$ cat src/rtl/mem_bus_arbiter.sv
// Two-requester round-robin arbiter and multiplexed SysBus cycle sequencer.
// Every output is registered from the next state, so strobes change only on clock edges.
module mem_bus_arbiter #(
  parameter int WAIT_CYCLES = 0,
  parameter int DATA_W = 16
) (
  input  logic              Clock,
  input  logic              nReset,
  input  logic              Req0,
  input  logic              Req1,
  input  logic              Write0,
  input  logic              Write1,
  input  logic [DATA_W-1:0] Addr0,
  input  logic [DATA_W-1:0] Addr1,
  input  logic [DATA_W-1:0] WData0,
  input  logic [DATA_W-1:0] WData1,
  output logic              Gnt0,
  output logic              Gnt1,
  output logic              Done0,
  output logic              Done1,
  output logic [DATA_W-1:0] RData,
  output logic [DATA_W-1:0] SysBusOut,
  output logic              SysBusEn,
  input  logic [DATA_W-1:0] SysBusIn,
  output logic              ALE,
  output logic              nME,
  output logic              nOE,
  output logic              nWE,
  output logic              ENB,
  output logic              Busy
);

  localparam logic [3:0] WAIT_LOAD = 4'(WAIT_CYCLES);

  typedef enum logic [2:0] {IDLE, ADDR, STRB, CAPT, DONE} state_t;

  state_t            state, nextState;
  logic [3:0]        waitCnt, nextCnt;
  logic              lastId, nextLast;
  logic              accWrite, latchWrite;
  logic              accId, latchId;
  logic [DATA_W-1:0] accAddr, latchAddr;
  logic [DATA_W-1:0] accWData, latchWData;

  logic              gnt0Nxt, gnt1Nxt, done0Nxt, done1Nxt;
  logic              aleNxt, nMeNxt, nOeNxt, nWeNxt, enbNxt, busEnNxt, busyNxt;
  logic [DATA_W-1:0] busOutNxt;

  always_comb begin
    nextState  = state;
    nextCnt    = waitCnt;
    nextLast   = lastId;
    latchWrite = accWrite;
    latchId    = accId;
    latchAddr  = accAddr;
    latchWData = accWData;

    case (state)
      IDLE: begin
        if (Req0 || Req1) begin
          // On a tie the requester that was not served last wins.
          latchId    = (Req0 && Req1) ? ~lastId : Req1;
          latchWrite = latchId ? Write1 : Write0;
          latchAddr  = latchId ? Addr1  : Addr0;
          latchWData = latchId ? WData1 : WData0;
          nextState  = ADDR;
        end
      end
      ADDR: begin
        nextState = STRB;
        nextCnt   = WAIT_LOAD;
      end
      STRB: begin
        if (waitCnt == 4'd0) nextState = CAPT;
        else                 nextCnt   = waitCnt - 4'd1;
      end
      CAPT: nextState = DONE;
      DONE: begin
        nextLast  = accId;
        nextState = IDLE;
      end
      default: nextState = IDLE;
    endcase

    gnt0Nxt   = 1'b0;
    gnt1Nxt   = 1'b0;
    done0Nxt  = 1'b0;
    done1Nxt  = 1'b0;
    aleNxt    = 1'b0;
    nMeNxt    = 1'b1;
    nOeNxt    = 1'b1;
    nWeNxt    = 1'b1;
    enbNxt    = 1'b0;
    busEnNxt  = 1'b0;
    busOutNxt = '0;
    busyNxt   = (nextState != IDLE);

    case (nextState)
      ADDR: begin
        aleNxt    = 1'b1;
        busEnNxt  = 1'b1;
        busOutNxt = latchAddr;
        gnt0Nxt   = ~latchId;
        gnt1Nxt   = latchId;
      end
      STRB: begin
        nMeNxt = 1'b0;
        if (latchWrite) begin
          nWeNxt    = 1'b0;
          busEnNxt  = 1'b1;
          busOutNxt = latchWData;
        end else begin
          nOeNxt = 1'b0;
        end
      end
      CAPT: begin
        nMeNxt = 1'b0;
        // Write data stays on the pads one cycle past the nWE rising edge.
        if (latchWrite) begin
          busEnNxt  = 1'b1;
          busOutNxt = latchWData;
        end else begin
          nOeNxt = 1'b0;
          enbNxt = 1'b1;
        end
      end
      DONE: begin
        done0Nxt = ~latchId;
        done1Nxt = latchId;
      end
      default: ;
    endcase
  end

  always_ff @(posedge Clock or negedge nReset) begin
    if (!nReset) begin
      state     <= IDLE;
      waitCnt   <= 4'd0;
      lastId    <= 1'b1;
      accWrite  <= 1'b0;
      accId     <= 1'b0;
      accAddr   <= '0;
      accWData  <= '0;
      RData     <= '0;
      Gnt0      <= 1'b0;
      Gnt1      <= 1'b0;
      Done0     <= 1'b0;
      Done1     <= 1'b0;
      ALE       <= 1'b0;
      nME       <= 1'b1;
      nOE       <= 1'b1;
      nWE       <= 1'b1;
      ENB       <= 1'b0;
      SysBusEn  <= 1'b0;
      SysBusOut <= '0;
      Busy      <= 1'b0;
    end else begin
      state     <= nextState;
      waitCnt   <= nextCnt;
      lastId    <= nextLast;
      accWrite  <= latchWrite;
      accId     <= latchId;
      accAddr   <= latchAddr;
      accWData  <= latchWData;
      if (state == CAPT && !accWrite) RData <= SysBusIn;
      Gnt0      <= gnt0Nxt;
      Gnt1      <= gnt1Nxt;
      Done0     <= done0Nxt;
      Done1     <= done1Nxt;
      ALE       <= aleNxt;
      nME       <= nMeNxt;
      nOE       <= nOeNxt;
      nWE       <= nWeNxt;
      ENB       <= enbNxt;
      SysBusEn  <= busEnNxt;
      SysBusOut <= busOutNxt;
      Busy      <= busyNxt;
    end
  end

endmodule

$ cat config.mk
export PLATFORM = sky130hd
export DESIGN_NAME = mem_bus_arbiter
export DESIGN_NICKNAME = d
export VERILOG_FILES = /design/src/rtl/mem_bus_arbiter.sv
export SDC_FILE = /design/constraint.sdc
export NUM_CORES = 1
export LEC_CHECK = 0
export BUFFER_PORTS_ARGS = -buffer_cell sky130_fd_sc_hd__buf_4
export CORE_ASPECT_RATIO = 0.9
export CORE_MARGIN = 2
export CORE_UTILIZATION = 51
export DETAILED_ROUTE_END_ITERATION = 7
export GPL_ROUTABILITY_DRIVEN = 0
export GPL_TIMING_DRIVEN = 0
export PLACE_DENSITY = 0.84
export SLEW_MARGIN = 40
export SYNTH_ARGS = -nofsm -noshare
export SYNTH_HDL_FRONTEND = slang
export SYNTH_SLANG_ARGS = --single-unit
$ cat constraint.sdc
create_clock -name Clock -period 3.2 [get_ports Clock]
set_input_delay 0.48 -clock Clock [delete_from_list [all_inputs] [get_ports Clock]]
set_output_delay 0.48 -clock Clock [all_outputs]
set_load 0.05 [all_outputs]
==> results by group, run 1 <==
Drt
  – DRT iter0 DRCs: between 90 and 100
  – Total Routed Length: ~7000 um
  – Vias/cell: roughly 5.2
  – Vias: approximately 2,300
  – Routed wire per std cell: approximately 16 um
  – Residual DRC: 0
  – Final ANT Viol Nets: 0
  – DRT Pass-1 Iters: 4

CTS
  – Postcts setup bufs: 0
  – CTS Hold Bufs: 0
  – Root Driver: clkbuf_8
  – Clock-pin slew on the worst setup and hold paths: 70 ps
  – Cts repair resizes: 0
  – Worst-Skew Late Latency: approximately 340 ps
  – Cts bufs inserted: 9
  – Max Buffers Root-to-Sink: 2
  – CTS H-tree lvls: 3
  – CTS tree: yes
  – Clk sinks: a little under 70

Logic synthesis
  – Syn avg cell area: 14.00 um^2
  – Post-synth EDFFs: 0
  – Syn nets: ~310
  – Unique cell type count in the Yosys netlist: 42
  – Synth Register Bits: approximately 70
  – Synth area leader: dfrtp_1
  – Synthesized area: 0.003164 mm^2
  – Synth Flop Type: dfrtp_1
  – Seq/Total Area, Yosys: 54.73%
  – Post-synth ARST share: 100.0%
  – Synth top area cells: dfrtp_1, mux2_2, mux2i_1, o2bb2ai_1, dfstp_2
  – Synth warn: 0
  – Cells after synthesis: between 200 and 250
  – Share of the synthesized area in the top cell type: 51.40%

Power and ir drop
  – VDD IR max: between 0.6 and 0.7 mV
  – Power Density: just over 1000 mW/mm^2
  – Tot Pwr: ~4.5 mW
  – Leakage: roughly 2.1 nW

Placed design
  – Setup slack at placement: around 1300 ps
  – PortBufs: around 130
  – Hpwl dp: 5204 um
  – Placed Area: between 0.004 and 0.005 mm^2

Timing
  – Slew @ Worst Pin: 619.2 ps
  – WHS: 122.1 ps
  – Setup_tns: 0 ps
  – Rel. slew slack: 58.72%
  – Worst Setup Slack, final: around 1400 ps
  – RSZ-0062 raised after global routing: no
  – Setup violations, final: 0
  – Layout Skew: 6.502 ps
  – Final min period: 1755 ps
  – Fin. Hold Viols: 0
  – Slew Viols, Final: 0
  – Max Clk Rate: roughly 0.57 GHz
  – Crit share post-route: roughly 55%

Finish
  – Ant. Diodes: 0
  – Layout net count: between 400 and 500
  – Layout cells sized above 1: between 50% and 60%
  – Register area: 0.001732 mm^2
  – Most common cell after layout, fill and taps aside: buf_4
  – Multi-input logic area: between 0.001 and 0.0015 mm^2
  – Final Cell Area: between 0.004 and 0.005 mm^2
  – P&R area growth vs syn: 39.15%
  – Filler cell count: a little over 400
  – Commonest cells after routing, fill and taps aside: buf_4, dfrtp_1, mux2_2

Flow run
  – # Max-Cap Violations: 0

Setup path
  – Crit end category: flop
  – Critical path data arrival time: a little under 2000 ps
  – Reg2Reg Depth: 6
  – Critical path peak fanout: 10
  – Data required time of the worst path: 3420 ps
  – Critical path class: reg2reg
  – Worst setup SP type: flop

Floorplanning
  – Core ar.: between 0.006 and 0.007 mm^2
  – Std-Cell Rows: 27
  – Die Y: a little under 80 um
  – Die area: between 0.006 and 0.007 mm^2
  – I/O Pins: 129
  – Initial Utilization: between 50% and 60%
  – Die width: about 87 um

GRT
  – Pin count of the biggest net entering global routing: 70
  – First-pass GRT wire length: between 10,000 and 15,000 um
  – Vias in the first global route: 2,404
  – GRT overflow: 0
  – Total track usage: roughly 22%
  – Initial antenna violation count: 0

Min path
  – Hold crit path type: in2async

Run status
  – Status: complete, no violations
layout make-up:
class                           count  area share (%)
Sequential cell                    69           39.33
Timing Repair Buffer              128           21.91
Tap cell                           72           2.046
Multi-Input combinational cell    135           28.73
Clock inverter                      4           1.108
Inverter                            8          0.7388
Buffer                             14           3.069
Clock buffer                       12           3.069
flip-flops by register name, summed over array words and instances, names as in the netlist, 3 cells and up:
| signal | cells |
|---|---|
| accWData | 16 |
| waitCnt | 4 |
| SysBusOut | 16 |
| RData | 16 |
| state | 3 |
critical path, stage by stage (launching register included):
cell     delay, ps
dfrtp_1        360
buf_2          180
nor3_4         250
o21ai_4        160
inv_4          160
buf_6          180
mux2_2         340
where the power goes:
part	internal (mW)	switching, mW	leakage [nW]
Clock	0.360	0.310	0.0943
Combinational	0.947	1.43	1.19
Sequential	1.27	0.185	0.847
layer usage:
metal / part of all wire (%) / track usage, %
met4: 2.1 / 8.750
met3: 5.1 / 5.198
met1: 42 / 28.36
met2: 51 / 35.50
met5: 0 / 0
metrics by stage:
stage | cells | util [%]
3_5_place_dp | 426 | 69.71
4_1_cts | 442 | 72.75
5_1_grt | 442 | 72.81
6_report | 442 | 72.81
2_1_floorplan | 226 | -
3_3_place_gp | 426 | 69.71
Yosys cell counts (2+ instances only):
master     number
dfrtp_1        65
mux2_2         48
mux2i_1        16
o2bb2ai_1      16
inv_1           7
buf_4           5
nor2_1          5
o21ai_0         5
buf_6           4
dfstp_2         4
nand2_1         4
o211ai_1        4
mux2_4          3
nand2b_1        3
nor2b_1         3
or4_1           3
buf_12          2
clkbuf_1        2
ha_1            2
nand3_1         2
nor3b_1         2
cells by family (layout without fill, tap and decap cells):
kind of cell    count (synthesis)  count (layout)  share of synthesized area, %
mux                            67              67                         23.57
flops                          69              69                         54.73
simple gates                   33              33                         6.920
compound gates                 32              32                         8.422
buf+inv                        22             166                         5.299
xor+xnor                        1               1                        0.2768
fa+ha+maj                       2               2                        0.7907
path summary, 6_finish.rpt:
| check | from | endpoint | slack [ps] |
|---|---|---|---|
| worst max-delay path | state[0] | accWData[6] | 1450 |
| worst min-delay path | nReset | accWData[3] | 120 |
| worst max register to register | state[0] | accWData[6] | 1450 |
| worst min register to register | accWData[10] | SysBusOut[10] | 480 |
| max in group asynchronous | nReset | accWData[10] | 2620 |
| min in group Clock | SysBusIn[15] | RData[15] | 370 |
No activity file was read; power rests on OpenSTA's default activity.
==> run 2: changes to the inputs <==
CORE_UTILIZATION = 43   (was 51)
PLACE_DENSITY = 0.75   (was 0.84)
clock period = 1.49 ns   (was 3.2 ns; I/O delays follow)
==> results by group, run 2 (same netlist as run 1, synthesis figures left out) <==
Finish
  – P&R area growth vs syn: 56.19%
  – Filler cell count: 495
  – Commonest cells after routing, fill and taps aside: buf_4, dfrtp_1, mux2_4
  – Finished Layout Cells: 486
  – Most common cell after layout, fill and taps aside: buf_4
  – Ant. Diodes: 0
  – Layout cells sized above 1: ~64%
  – Layout net count: 476
  – Multi-input logic area: about 0.0015 mm^2
  – Biggest regs: RData x16, SysBusOut x16, accWData x16
  – Register area: between 0.0015 and 0.002 mm^2

CTS
  – Clk sinks: between 60 and 70
  – Worst-Skew Late Latency: 330 ps
  – Cts bufs inserted: 9
  – Root Driver: clkbuf_8
  – CTS tree: yes
  – CTS H-tree lvls: 3
  – Max Buffers Root-to-Sink: 2
  – Clock-pin slew on the worst setup and hold paths: about 70 ps

Timing
  – Slew @ Worst Pin: approximately 510 ps
  – Layout Skew: 7.363 ps
  – Rel. slew slack: between 60% and 70%
  – Crit share post-route: 100.9%
  – Worst Setup Slack, final: -13.03 ps
  – RSZ-0062 raised after global routing: yes
  – Slew Viols, Final: 0
  – Max Clk Rate: 0.6653 GHz
  – Final min period: around 1500 ps
  – Fin. Hold Viols: 0
  – Setup violations, final: 4

Run status
  – Status: complete, but fails checks
  – Violated checks: setup timing

Floorplanning
  – Initial Utilization: between 40% and 50%
  – Die area: between 0.008 and 0.009 mm^2
  – Die Y: 85.38 um
  – I/O Pins: between 100 and 150
  – Core ar.: roughly 0.0071 mm^2
  – Die width: about 94 um
  – Std-Cell Rows: 29

Power and ir drop
  – VDD IR max: about 1.3 mV
  – Tot Pwr: about 11 mW
  – Leakage: ~2.5 nW
  – Power Density: approximately 2200 mW/mm^2

Drt
  – Final ANT Viol Nets: 0
  – DRT Pass-1 Iters: 4
  – Vias/cell: ~5.0
  – Routed wire per std cell: between 15 and 20 um
  – Vias: between 2,000 and 2,500
  – Total Routed Length: just over 8000 um
  – Residual DRC: 0
  – DRT iter0 DRCs: 50

GRT
  – GRT overflow: 0
  – Initial antenna violation count: 0
  – Pin count of the biggest net entering global routing: 36
  – First-pass GRT wire length: 12,410 um
  – Vias in the first global route: about 2,500
  – Total track usage: about a fifth

Setup path
  – Worst setup SP type: flop
  – Crit end category: flop
  – Reg2reg setup slack: -10 ps
  – Data required time of the worst path: 1700 ps
  – Critical path peak fanout: 6
  – Critical path class: reg2reg
  – Critical path data arrival time: 1710 ps

Placed design
  – Placed Cells: roughly 450
  – Setup slack at placement: -183.8 ps
  – Hpwl dp: between 5000 and 6000 um
  – PortBufs: about 130

Min path
  – Hold crit path type: in2reg

Flow run
  – # Max-Cap Violations: 0
-- run 2: changes by cell type in the layout (fill, tap and decap cells not counted), sizes merged --
cell / change
buf: +23
clkinv: -1
dlygate4sd3: +1
clkinvlp: +1
inv: -1
-- run 2: power breakdown --
| part | total, mW | switching, mW | leakage, nW | internal [mW] |
|---|---|---|---|---|
| Clock | 1.57 | 0.659 | 0.106 | 0.909 |
| Combinational | 6.11 | 3.32 | 1.50 | 2.80 |
| Sequential | 3.18 | 0.451 | 0.845 | 2.72 |
| Total | 10.9 | 4.43 | 2.46 | 6.43 |
-- run 2: metal layers --
layer,GRT usage (%),share of wire [%],up-vias
li1,-,-,1141
met1,26.00,43,1174
met2,32.53,50,82
met3,4.174,5.9,12
met4,8.037,1.6,0
met5,0,0,-
-- run 2: final timing paths --
path | to | cells after the start | start
max in group asynchronous | lastId | 3 | nReset
hold / removal | RData[1] | 2 | SysBusIn[1]
min in group asynchronous | ALE | 2 | nReset
hold reg to reg | SysBusOut[7] | 1 | accWData[7]
setup / recovery | RData[8] | 5 | state[2]
setup reg to reg | RData[8] | 5 | state[2]
-- run 2: timing repair --
item | in CTS | in global routing
cloned | 3 | 0
setup buffers | 15 | 6
resized for setup | 29 | 34
pin swaps | 3 | 7
hold endpoints to repair | 32 | 0
setup endpoints to repair | 44 | 49
hold buffers | 1 | 0
-- run 2: critical path: stages (launching register included) --
cell and delay, ps:
dfrtp_1 430, buf_6 140, nand3b_4 160, nor2_4 170
buf_6 160, mux2_2 330
-- run 2: stage by stage --
| stage | cell area, um^2 | util [%] | TNS, ps | hold WS [ps] |
|---|---|---|---|---|
| 4_1_cts | 4803 | 67.89 | -625.5 | 114.6 |
| 2_1_floorplan | 3211 | - | -97.56 | -72.09 |
| 5_1_grt | 4942 | 69.85 | -811.5 | 108.6 |
| 6_report | 4942 | 69.85 | -36.29 | 126.1 |
| 3_3_place_gp | 4288 | 60.60 | -3297 | 383.5 |
| 3_5_place_dp | 4308 | 60.88 | -4081 | 204.3 |
-- run 2: area by class of cell --
type / instances / area share (%)
inverter: 8 / 0.7089
sequential: 69 / 35.09
clock buffer: 13 / 3.418
multi-input combinational: 135 / 29.92
tap: 93 / 2.354
clock inverter: 3 / 0.8608
timing repair buffer: 153 / 24.91
buffer: 12 / 2.734
